**src/rtl/hyperram_arbiter.sv**
```systemverilog
// hyperram_arbiter: power-up/CR0 init sequencer and round-robin two-master arbiter for a HyperRAM controller
module hyperram_arbiter #(
  parameter logic [15:0] INIT_WAIT  = 16'd60000,
  parameter logic [31:0] CR0_ADDR   = 32'h0000_0800,
  parameter logic [15:0] CR0_VALUE  = 16'h8F1F,
  parameter logic [2:0]  LATENCY    = 3'd7,
  parameter logic [7:0]  GAP_CYCLES = 8'd8,
  parameter logic [15:0] TIMEOUT    = 16'd4096
) (
  input  logic        clk,
  input  logic        rst_n,
  input  logic        m0_req,
  input  logic [1:0]  m0_mode,
  input  logic [31:0] m0_num_words,
  input  logic [31:0] m0_addr,
  input  logic [31:0] m0_wr_data,
  output logic        m0_grant,
  output logic        m0_wr_data_next,
  output logic [31:0] m0_rd_data,
  output logic        m0_rd_valid,
  output logic        m0_done,
  input  logic        m1_req,
  input  logic [1:0]  m1_mode,
  input  logic [31:0] m1_num_words,
  input  logic [31:0] m1_addr,
  input  logic [31:0] m1_wr_data,
  output logic        m1_grant,
  output logic        m1_wr_data_next,
  output logic [31:0] m1_rd_data,
  output logic        m1_rd_valid,
  output logic        m1_done,
  output logic        ctrl_cs,
  output logic [1:0]  ctrl_mode,
  output logic [31:0] ctrl_num_words,
  output logic [2:0]  ctrl_latency,
  output logic [31:0] ctrl_addr_in,
  output logic [31:0] ctrl_wr_data_in,
  input  logic        ctrl_wr_data_next,
  input  logic [31:0] ctrl_rd_data_out,
  input  logic        ctrl_rd_data_valid,
  output logic        init_done,
  output logic        timeout_err
);
  typedef enum logic [2:0] {PWR_WAIT, CFG_ISSUE, IDLE, ISSUE, RUN, GAP} state_t;
  state_t state, state_n;
  logic [15:0] cnt;
  logic [31:0] beat, nw;
  logic last_m1, err_q, pick0, hit, tmo, fin, strobe;
  assign ctrl_latency = LATENCY;
  assign ctrl_cs = state == CFG_ISSUE || state == ISSUE;
  assign strobe = ctrl_mode[0] ? ctrl_rd_data_valid : ctrl_wr_data_next;
  assign hit = state == RUN && beat == ctrl_num_words;
  assign tmo = state == RUN && !hit && cnt == TIMEOUT;
  assign fin = hit || tmo;
  assign pick0 = m0_req && (!m1_req || last_m1);
  assign nw = pick0 ? m0_num_words : m1_num_words;
  assign timeout_err = err_q || tmo;
  assign m0_done = fin && m0_grant;
  assign m1_done = fin && m1_grant;
  assign m0_wr_data_next = ctrl_wr_data_next && m0_grant;
  assign m1_wr_data_next = ctrl_wr_data_next && m1_grant;
  assign m0_rd_valid = ctrl_rd_data_valid && m0_grant;
  assign m1_rd_valid = ctrl_rd_data_valid && m1_grant;
  assign m0_rd_data = ctrl_rd_data_out;
  assign m1_rd_data = ctrl_rd_data_out;
  assign ctrl_wr_data_in = (!init_done && state != PWR_WAIT) ? {16'h0, CR0_VALUE} :
                           m0_grant ? m0_wr_data : m1_grant ? m1_wr_data : 32'h0;
  always_comb begin
    state_n = state;
    case (state)
      PWR_WAIT:         state_n = cnt == INIT_WAIT - 16'd1 ? CFG_ISSUE : PWR_WAIT;
      CFG_ISSUE, ISSUE: state_n = RUN;
      IDLE:             state_n = (m0_req || m1_req) ? ISSUE : IDLE;
      RUN:              state_n = fin ? GAP : RUN;
      GAP:              state_n = cnt == {8'h0, GAP_CYCLES} - 16'd1 ? (init_done ? IDLE : CFG_ISSUE) : GAP;
      default:          state_n = PWR_WAIT;
    endcase
  end
  always_ff @(posedge clk or negedge rst_n) begin
    if (!rst_n) begin
      state          <= PWR_WAIT;
      cnt            <= '0;
      beat           <= '0;
      last_m1        <= 1'b1;
      err_q          <= 1'b0;
      init_done      <= 1'b0;
      m0_grant       <= 1'b0;
      m1_grant       <= 1'b0;
      ctrl_mode      <= '0;
      ctrl_addr_in   <= '0;
      ctrl_num_words <= '0;
    end else begin
      state <= state_n;
      cnt   <= (state_n != state) ? '0 : cnt + 16'd1;
      beat  <= (state != RUN) ? '0 : beat + {31'h0, strobe};
      if (tmo) err_q <= 1'b1;
      if (hit && !init_done) init_done <= 1'b1;
      if (fin) begin
        m0_grant <= 1'b0;
        m1_grant <= 1'b0;
      end
      if (state == PWR_WAIT && state_n == CFG_ISSUE) begin
        ctrl_mode      <= 2'b10;
        ctrl_addr_in   <= CR0_ADDR;
        ctrl_num_words <= 32'd1;
      end
      if (state == IDLE && state_n == ISSUE) begin
        m0_grant       <= pick0;
        m1_grant       <= !pick0;
        last_m1        <= !pick0;
        ctrl_mode      <= pick0 ? m0_mode : m1_mode;
        ctrl_addr_in   <= pick0 ? m0_addr : m1_addr;
        ctrl_num_words <= (nw == 32'd0) ? 32'd1 : nw;
      end
    end
  end
endmodule

```
**config.mk**
```make
export PLATFORM = sky130hd
export DESIGN_NAME = hyperram_arbiter
export DESIGN_NICKNAME = d
export VERILOG_FILES = /design/src/rtl/hyperram_arbiter.sv
export SDC_FILE = /design/constraint.sdc
export NUM_CORES = 1
export LEC_CHECK = 0
export CORE_AREA = 8 8 154 156
export CTS_CLUSTER_DIAMETER = 150
export DETAILED_ROUTE_END_ITERATION = 16
export DIE_AREA = 0 0 162 164
export PLACE_DENSITY = 0.73
export REMOVE_ABC_BUFFERS = 1
export SKIP_LAST_GASP = 1
export SLEW_MARGIN = 30
export SYNTH_ARGS = -nofsm -noshare
export SYNTH_HDL_FRONTEND = slang
export SYNTH_SLANG_ARGS = --single-unit
```
**constraint.sdc**
```tcl
create_clock -name clk -period 2.7 [get_ports clk]
set_clock_uncertainty 0.1 [all_clocks]
set_input_delay 0.405 -clock clk [delete_from_list [all_inputs] [get_ports clk]]
set_output_delay 0.405 -clock clk [all_outputs]
set_load 0.01 [all_outputs]
```
Word level (Yosys, flattened, before mapping)
Cells that the tools add are included.
- register bits: 122
- input port bits: 234
- output and inout port bits: 176
- logic and storage cells: 80
- $add $sub $neg: 2
- eq/ne operators: 13
- muxes and demuxes: 25
- reductions and logical operators: 29
- operators by type and width (operator ; count):
    two-way mux 32 bit ; 11
    adder 32 x 1 -> 32 bit ; 1
    == test 32 bit ; 1
    zero test 32 bit ; 1
    adder 16 x 1 -> 16 bit (second input constant) ; 1
    == test 16 x 13 -> 1 bit (second input constant) ; 1
    == test 16 bit (second input constant) ; 1
    == test 16 x 3 -> 1 bit (second input constant) ; 1
    two-way mux 16 bit ; 1
    one-hot mux 3 bit (5 select lines) ; 1
    logical AND 1 bit ; 14
    == test 3 x 2 -> 1 bit (second input constant) ; 3
    two-way mux 2 bit ; 4
    two-way mux 1 bit ; 7
    == test 3 x 1 -> 1 bit (second input constant) ; 2
    == test 3 bit (second input constant) ; 2
    logical OR 1 bit ; 5
    zero test 1 bit ; 4
    nonzero test 2 bit ; 2
    zero test 3 bit ; 1
    two-way mux 3 bit ; 1
    inequality test 3 bit ; 1
    inequality test 3 bit (second input constant) ; 1
    nonzero test 3 bit ; 1
    OR reduction 2 bit ; 1

Longest topological paths before layout
- word-level depth: 12
- gate-level depth with buffers: 9
- mapped depth without buffers: 9

Least setup slack after synthesis
No wires, ideal clock.
- path type: reg-to-reg
- start: register ctrl_mode[0]
- end: register beat[22]
- library setup time: 132 ps
- data arrival time: 2023 ps
- data required time: 2468 ps
- slack: 445 ps
- stages on the path, launching flop included: 10
- buffers on the path: 0
- period minus slack after synthesis: 2255 ps
- cell sequence: dfrtp_1 -> mux2_2 -> ha_1 -> ha_1 -> and4_1 -> nand4_1 -> nor2_1 -> nand4_1 -> xor2_1 -> nor2_1
- longest elaborated chain between the ends: 3
- RTL lines (element ; line ; source):
    from (decl) ; 33 ; output logic [1:0] ctrl_mode,
    from (signal assigned) ; 111 ; ctrl_mode <= pick0 ? m0_mode : m1_mode;
    two-way mux 1 bit ; 51 ; assign strobe = ctrl_mode[0] ? ctrl_rd_data_valid : ctrl_wr_data_next;
    adder 32 x 1 -> 32 bit ; 95 ; beat <= (state != RUN) ? '0 : beat + {31'h0, strobe};
    two-way mux 32 bit ; 95 ;
    to (signal assigned) ; 95 ;
    to (decl) ; 47 ; logic [31:0] beat, nw;
No other way between the ends.
A chain may end at the register's enable or synchronous reset.

Final worst setup path
- start: register cnt[11]
- end: output port m0_done
- longest elaborated chain between the ends: 4
- RTL lines (element ; line ; source):
    from (decl) ; 46 ; logic [15:0] cnt;
    from (signal assigned) ; 94 ; cnt <= (state_n != state) ? '0 : cnt + 16'd1;
    == test 16 x 13 -> 1 bit ; 53 ; assign tmo = state == RUN && !hit && cnt == TIMEOUT;
    logical AND 1 bit ; 53 ;
    logical OR 1 bit ; 54 ; assign fin = hit || tmo;
    logical AND 1 bit ; 58 ; assign m0_done = fin && m0_grant;
    to (decl) ; 21 ; output logic m0_done,
No other way between the ends.

==> results.sh <==
export IMPL_clockPowerShare_pct=36.6
export IMPL_dp_hpwl_mm=23.67
export IMPL_portBuffers=310
export IMPL_cts_tree="yes"
export IMPL_worst_ep_arrival_time_ps=2180
export IMPL_min_to="err_q"
export IMPL_int_pwr_uw=4095
export IMPL_synth_flop_cell="sky130_fd_sc_hd__dfrtp_1"
export IMPL_power_combinational_fraction_pct=28.3
export IMPL_ioPinCount=410
export IMPL_area_delta_synth_final_pct=58.25
export IMPL_kind_of_launch_point_of_the_worst_setup_path="register"
export IMPL_fin_cells=1391
export IMPL_power_switching_fraction_pct=28.97
export IMPL_hold_worst_slack_ps=364.7
export IMPL_clock_path_buffers=2
export IMPL_fin_nets=1337
export IMPL_achievable_frequency_mhz=373.1
export IMPL_timing_worst_slew_pin_value_ps=584.7
export IMPL_synth_async_sr_flop_share_pct=100.0
export IMPL_yosys_register_bits=122
export IMPL_finalWeightedCongestion=0.8949
export IMPL_clock_tree_root_cell="sky130_fd_sc_hd__clkbuf_16"
export IMPL_drt_antenna_violating_nets=0
export IMPL_clock_sink_count=122
export IMPL_std_cell_rows=54
export IMPL_worst_path_max_fanout=3
export IMPL_crit_path_top_delay_cell="sky130_fd_sc_hd__or4_1"
export IMPL_setup_repair_after_global_routing_missed_its_margin="yes"
export IMPL_clk_latency_ps=410
export IMPL_grt_first_pass_wirelength_mm=43.41
export IMPL_floorplan_die_height_um=164
export IMPL_max_stage_delay_ps=530
export IMPL_critical_path_cell_chain="or4_1 -> nor2_1 -> nand4_1 -> and2_4 -> nor2b_1 -> buf_2"
export IMPL_setup_viol_count_final=0
export IMPL_synth_top_cells_by_area="sky130_fd_sc_hd__dfrtp_1 42%, sky130_fd_sc_hd__mux2i_1 9.0%, sky130_fd_sc_hd__buf_4 7.0%"
export IMPL_post_route_period_util_pct=99.26
export IMPL_r2r_slack_ps=180
export IMPL_vdd_drop_max_mv=0.4543
export IMPL_grt_start_max_net_pins=52
export IMPL_end_kind="output pin"
export IMPL_final_util_pct=53.62
export IMPL_yosysTopAreaCell="sky130_fd_sc_hd__dfrtp_1"
export IMPL_min_delay_path_class="reg -> reg"
export IMPL_first_global_vias=7263
export IMPL_hp_start="err_q"
export IMPL_cell_area_after_synthesis_mm2=0.007234
export IMPL_seq_power_share_pct=35.1
export IMPL_global_route_usage_total_pct=21.48
export IMPL_drc=0
export IMPL_finalHoldViolations=0
export IMPL_detail_route_first_pass_iterations=5
export IMPL_power_net_switching_uw=1670
export IMPL_yosys_cell_types_count=45
export IMPL_die_area_mm2=0.02657
export IMPL_power_static_leakage_uw=0.005031
export IMPL_drt_initial_drc_count=508
export IMPL_critPathRequiredTime_ps=2190
export IMPL_avgSynthCellArea_um2=9.228
export IMPL_yosys_area_top_type_share_pct=41.85
export IMPL_layout_drive_gt1_share_pct=13.77
export IMPL_regToRegStartpoint="cnt[0]"
export IMPL_max_slew_margin_vs_limit_pct=60.66
export IMPL_power_density_mw_per_mm2=503.6
export IMPL_ys_warnings_count=0
export IMPL_max_cap_viol_count=0
export IMPL_run_status="complete, no violations"
export IMPL_insertedDiodeCount=0
export IMPL_h_tree_depth=4
export IMPL_vias=6970
export IMPL_timing_max_transition_violations_final=0
export IMPL_worst_hold_path_num_cells=1
export IMPL_placed_cells=1353
export IMPL_clkTransAtPathRegs_ps=50
export IMPL_synth_edf_count=0
export IMPL_setup_tns_ps=0
export IMPL_power_total_uw=5765
export IMPL_synth_sequential_area_ratio_pct=42.22
export IMPL_syn_instance_count=784
export IMPL_routedWlPerCell_um=20.99
export IMPL_reg2regPathDepth=9
export IMPL_die_w_um=162
export IMPL_coreArea_mm2=0.02135
export IMPL_globalRoute_totalOverflow=0
export IMPL_crit_type="reg -> out"
export IMPL_fin_crit_ps=2680
export IMPL_critical_path_reg2reg_endpoint="cnt[14]"
export IMPL_cts_buffers_inserted=17
export IMPL_grt_antenna_before_repair=0
export IMPL_viasPerCell=5.011
export IMPL_starting_utilization_of_the_core_area_pct=33.88
export IMPL_wl_mm=29.20
## layout make-up
| class | count | area, µm² |
|---|---|---|
| Timing Repair Buffer | 403 | 3862 |
| Clock inverter | 8 | 70.07 |
| Sequential cell | 122 | 3057 |
| Multi-Input combinational cell | 546 | 3597 |
| Fill cell | 1963 | 9902 |
| Clock buffer | 23 | 478.0 |
| Tap cell | 280 | 350.3 |
| Inverter | 9 | 33.78 |
## worst max-delay path by stage
stage	end	slack (ps)	depth (start not counted)	startpoint
3_5_place_dp	m1_done	-110	8	ctrl_num_words[20]
3_3_place_gp	m0_done	-90	8	ctrl_num_words[24]
2_1_floorplan	ctrl_num_words[0]	-3370	6	m1_req
4_1_cts	m0_done	0.3	8	beat[31]
5_1_grt	m0_done	-100	8	beat[24]
6_report	m0_done	20	6	cnt[11]
## state kept, by name (all words and copies together), names as in the netlist
name	flops
beat	32
ctrl_addr_in	32
ctrl_num_words	32
cnt	16
state	3
ctrl_mode	2
err_q	1
init_done	1
last_m1	1
m0_grant	1
m1_grant	1
## through the flow
step	instance area, µm²	setup WS [ps]
after detailed placement	10750	-105.0
after global placement	10750	-86.37
after CTS	11380	0.3071
final	11450	19.97
after global routing	11450	-104.7
after floorplan	6563	-3372
## repair_timing
item | 4_1_cts | 5_1_grt
buffers inserted | 2 | 4
pin swaps | 7 | 11
hold buffers | 1 | 0
hold endpoints to repair | 38 | 0
endpoints found under the setup margin | 24 | 23
resized for setup | 26 | 8
## cell usage after synthesis, types with 7 or more instances
master / n
sky130_fd_sc_hd__clkbuf_1: 31
sky130_fd_sc_hd__nor3_1: 23
sky130_fd_sc_hd__o21ai_0: 68
sky130_fd_sc_hd__xnor2_1: 46
sky130_fd_sc_hd__a21oi_1: 7
sky130_fd_sc_hd__nor4_1: 21
sky130_fd_sc_hd__nand3_1: 15
sky130_fd_sc_hd__and4_1: 8
sky130_fd_sc_hd__a221o_1: 10
sky130_fd_sc_hd__and2_1: 10
sky130_fd_sc_hd__mux2i_1: 65
sky130_fd_sc_hd__xor2_1: 27
sky130_fd_sc_hd__nand2_1: 88
sky130_fd_sc_hd__buf_4: 67
sky130_fd_sc_hd__buf_2: 9
sky130_fd_sc_hd__dfrtp_1: 121
sky130_fd_sc_hd__a22oi_1: 23
sky130_fd_sc_hd__nor2_1: 70
sky130_fd_sc_hd__inv_1: 9
sky130_fd_sc_hd__nand4_1: 25
## power groups by stage
stage                     Sequential, µW  Clock, µW  Combinational, µW
after detailed placement            2040          0               1570
after global placement              2040          0               1550
after global routing                2030       2250               1770
after floorplan                     2060          0                627
final                               2020       2110               1630
after CTS                           2020       2160               1630
## routing by layer
| layer | vias to the layer above | part of all wire, % | track usage, % | routed length [µm] |
|---|---|---|---|---|
| li1 | 3310 | - | - | - |
| met1 | 3311 | 40 | 25.69 | 11620 |
| met2 | 304 | 46 | 32.48 | 13420 |
| met3 | 43 | 12 | 11.53 | 3438 |
| met4 | 2 | 2.1 | 6.313 | 610 |
| met5 | - | 0.40 | 3.781 | 116 |
## layout by cell type (no fill, tap or decap), types with 2 or more instances in the layout
master                              n
sky130_fd_sc_hd__nand4_1           25
sky130_fd_sc_hd__conb_1             3
sky130_fd_sc_hd__dfrtp_2            2
sky130_fd_sc_hd__buf_6              3
sky130_fd_sc_hd__nor4_2             3
sky130_fd_sc_hd__a221o_1           10
sky130_fd_sc_hd__clkbuf_1           3
sky130_fd_sc_hd__ha_1               4
sky130_fd_sc_hd__buf_4             86
sky130_fd_sc_hd__buf_2              2
sky130_fd_sc_hd__clkinvlp_4         2
sky130_fd_sc_hd__clkbuf_16         17
sky130_fd_sc_hd__xnor2_1           39
sky130_fd_sc_hd__inv_1              9
sky130_fd_sc_hd__dfrtp_1          119
sky130_fd_sc_hd__nor2b_1            2
sky130_fd_sc_hd__buf_12             5
sky130_fd_sc_hd__and3_1             6
sky130_fd_sc_hd__o21ai_0           68
sky130_fd_sc_hd__clkinv_2           5
sky130_fd_sc_hd__nand3_1           14
sky130_fd_sc_hd__xnor2_2            7
sky130_fd_sc_hd__mux2i_1           65
sky130_fd_sc_hd__a22oi_1           23
sky130_fd_sc_hd__nand2_1           88
sky130_fd_sc_hd__clkdlybuf4s50_1  306
sky130_fd_sc_hd__nor3_1            22
sky130_fd_sc_hd__nor4_1            19
sky130_fd_sc_hd__a21oi_1            6
sky130_fd_sc_hd__xor2_1            27
sky130_fd_sc_hd__mux2_2             2
sky130_fd_sc_hd__and2_1             9
sky130_fd_sc_hd__or3_1              4
sky130_fd_sc_hd__nor2_1            69
sky130_fd_sc_hd__or4_1              2
sky130_fd_sc_hd__and4_1             8
sky130_fd_sc_hd__clkbuf_8           3
## worst max-delay path: cells and delay by family, from the launching register on
family / cells / cell delay (ps)
flip-flops: 1 / 360
buffers and inverters: 1 / 140
AND/OR/NAND/NOR: 5 / 1260
## cell families after synthesis
kind of cell | after synthesis | synth area share, %
muxes | 67 | 9.305
buffers and inverters | 118 | 9.858
AOI/OAI and AO/OA | 117 | 10.33
xor gates and xnor gates | 73 | 8.838
and+or+nand+nor | 282 | 18.71
other | 1 | 0.05184
DFF | 122 | 42.22
adders and majority gates | 4 | 0.6918
Note: power is estimated with default switching activity, not from simulation.
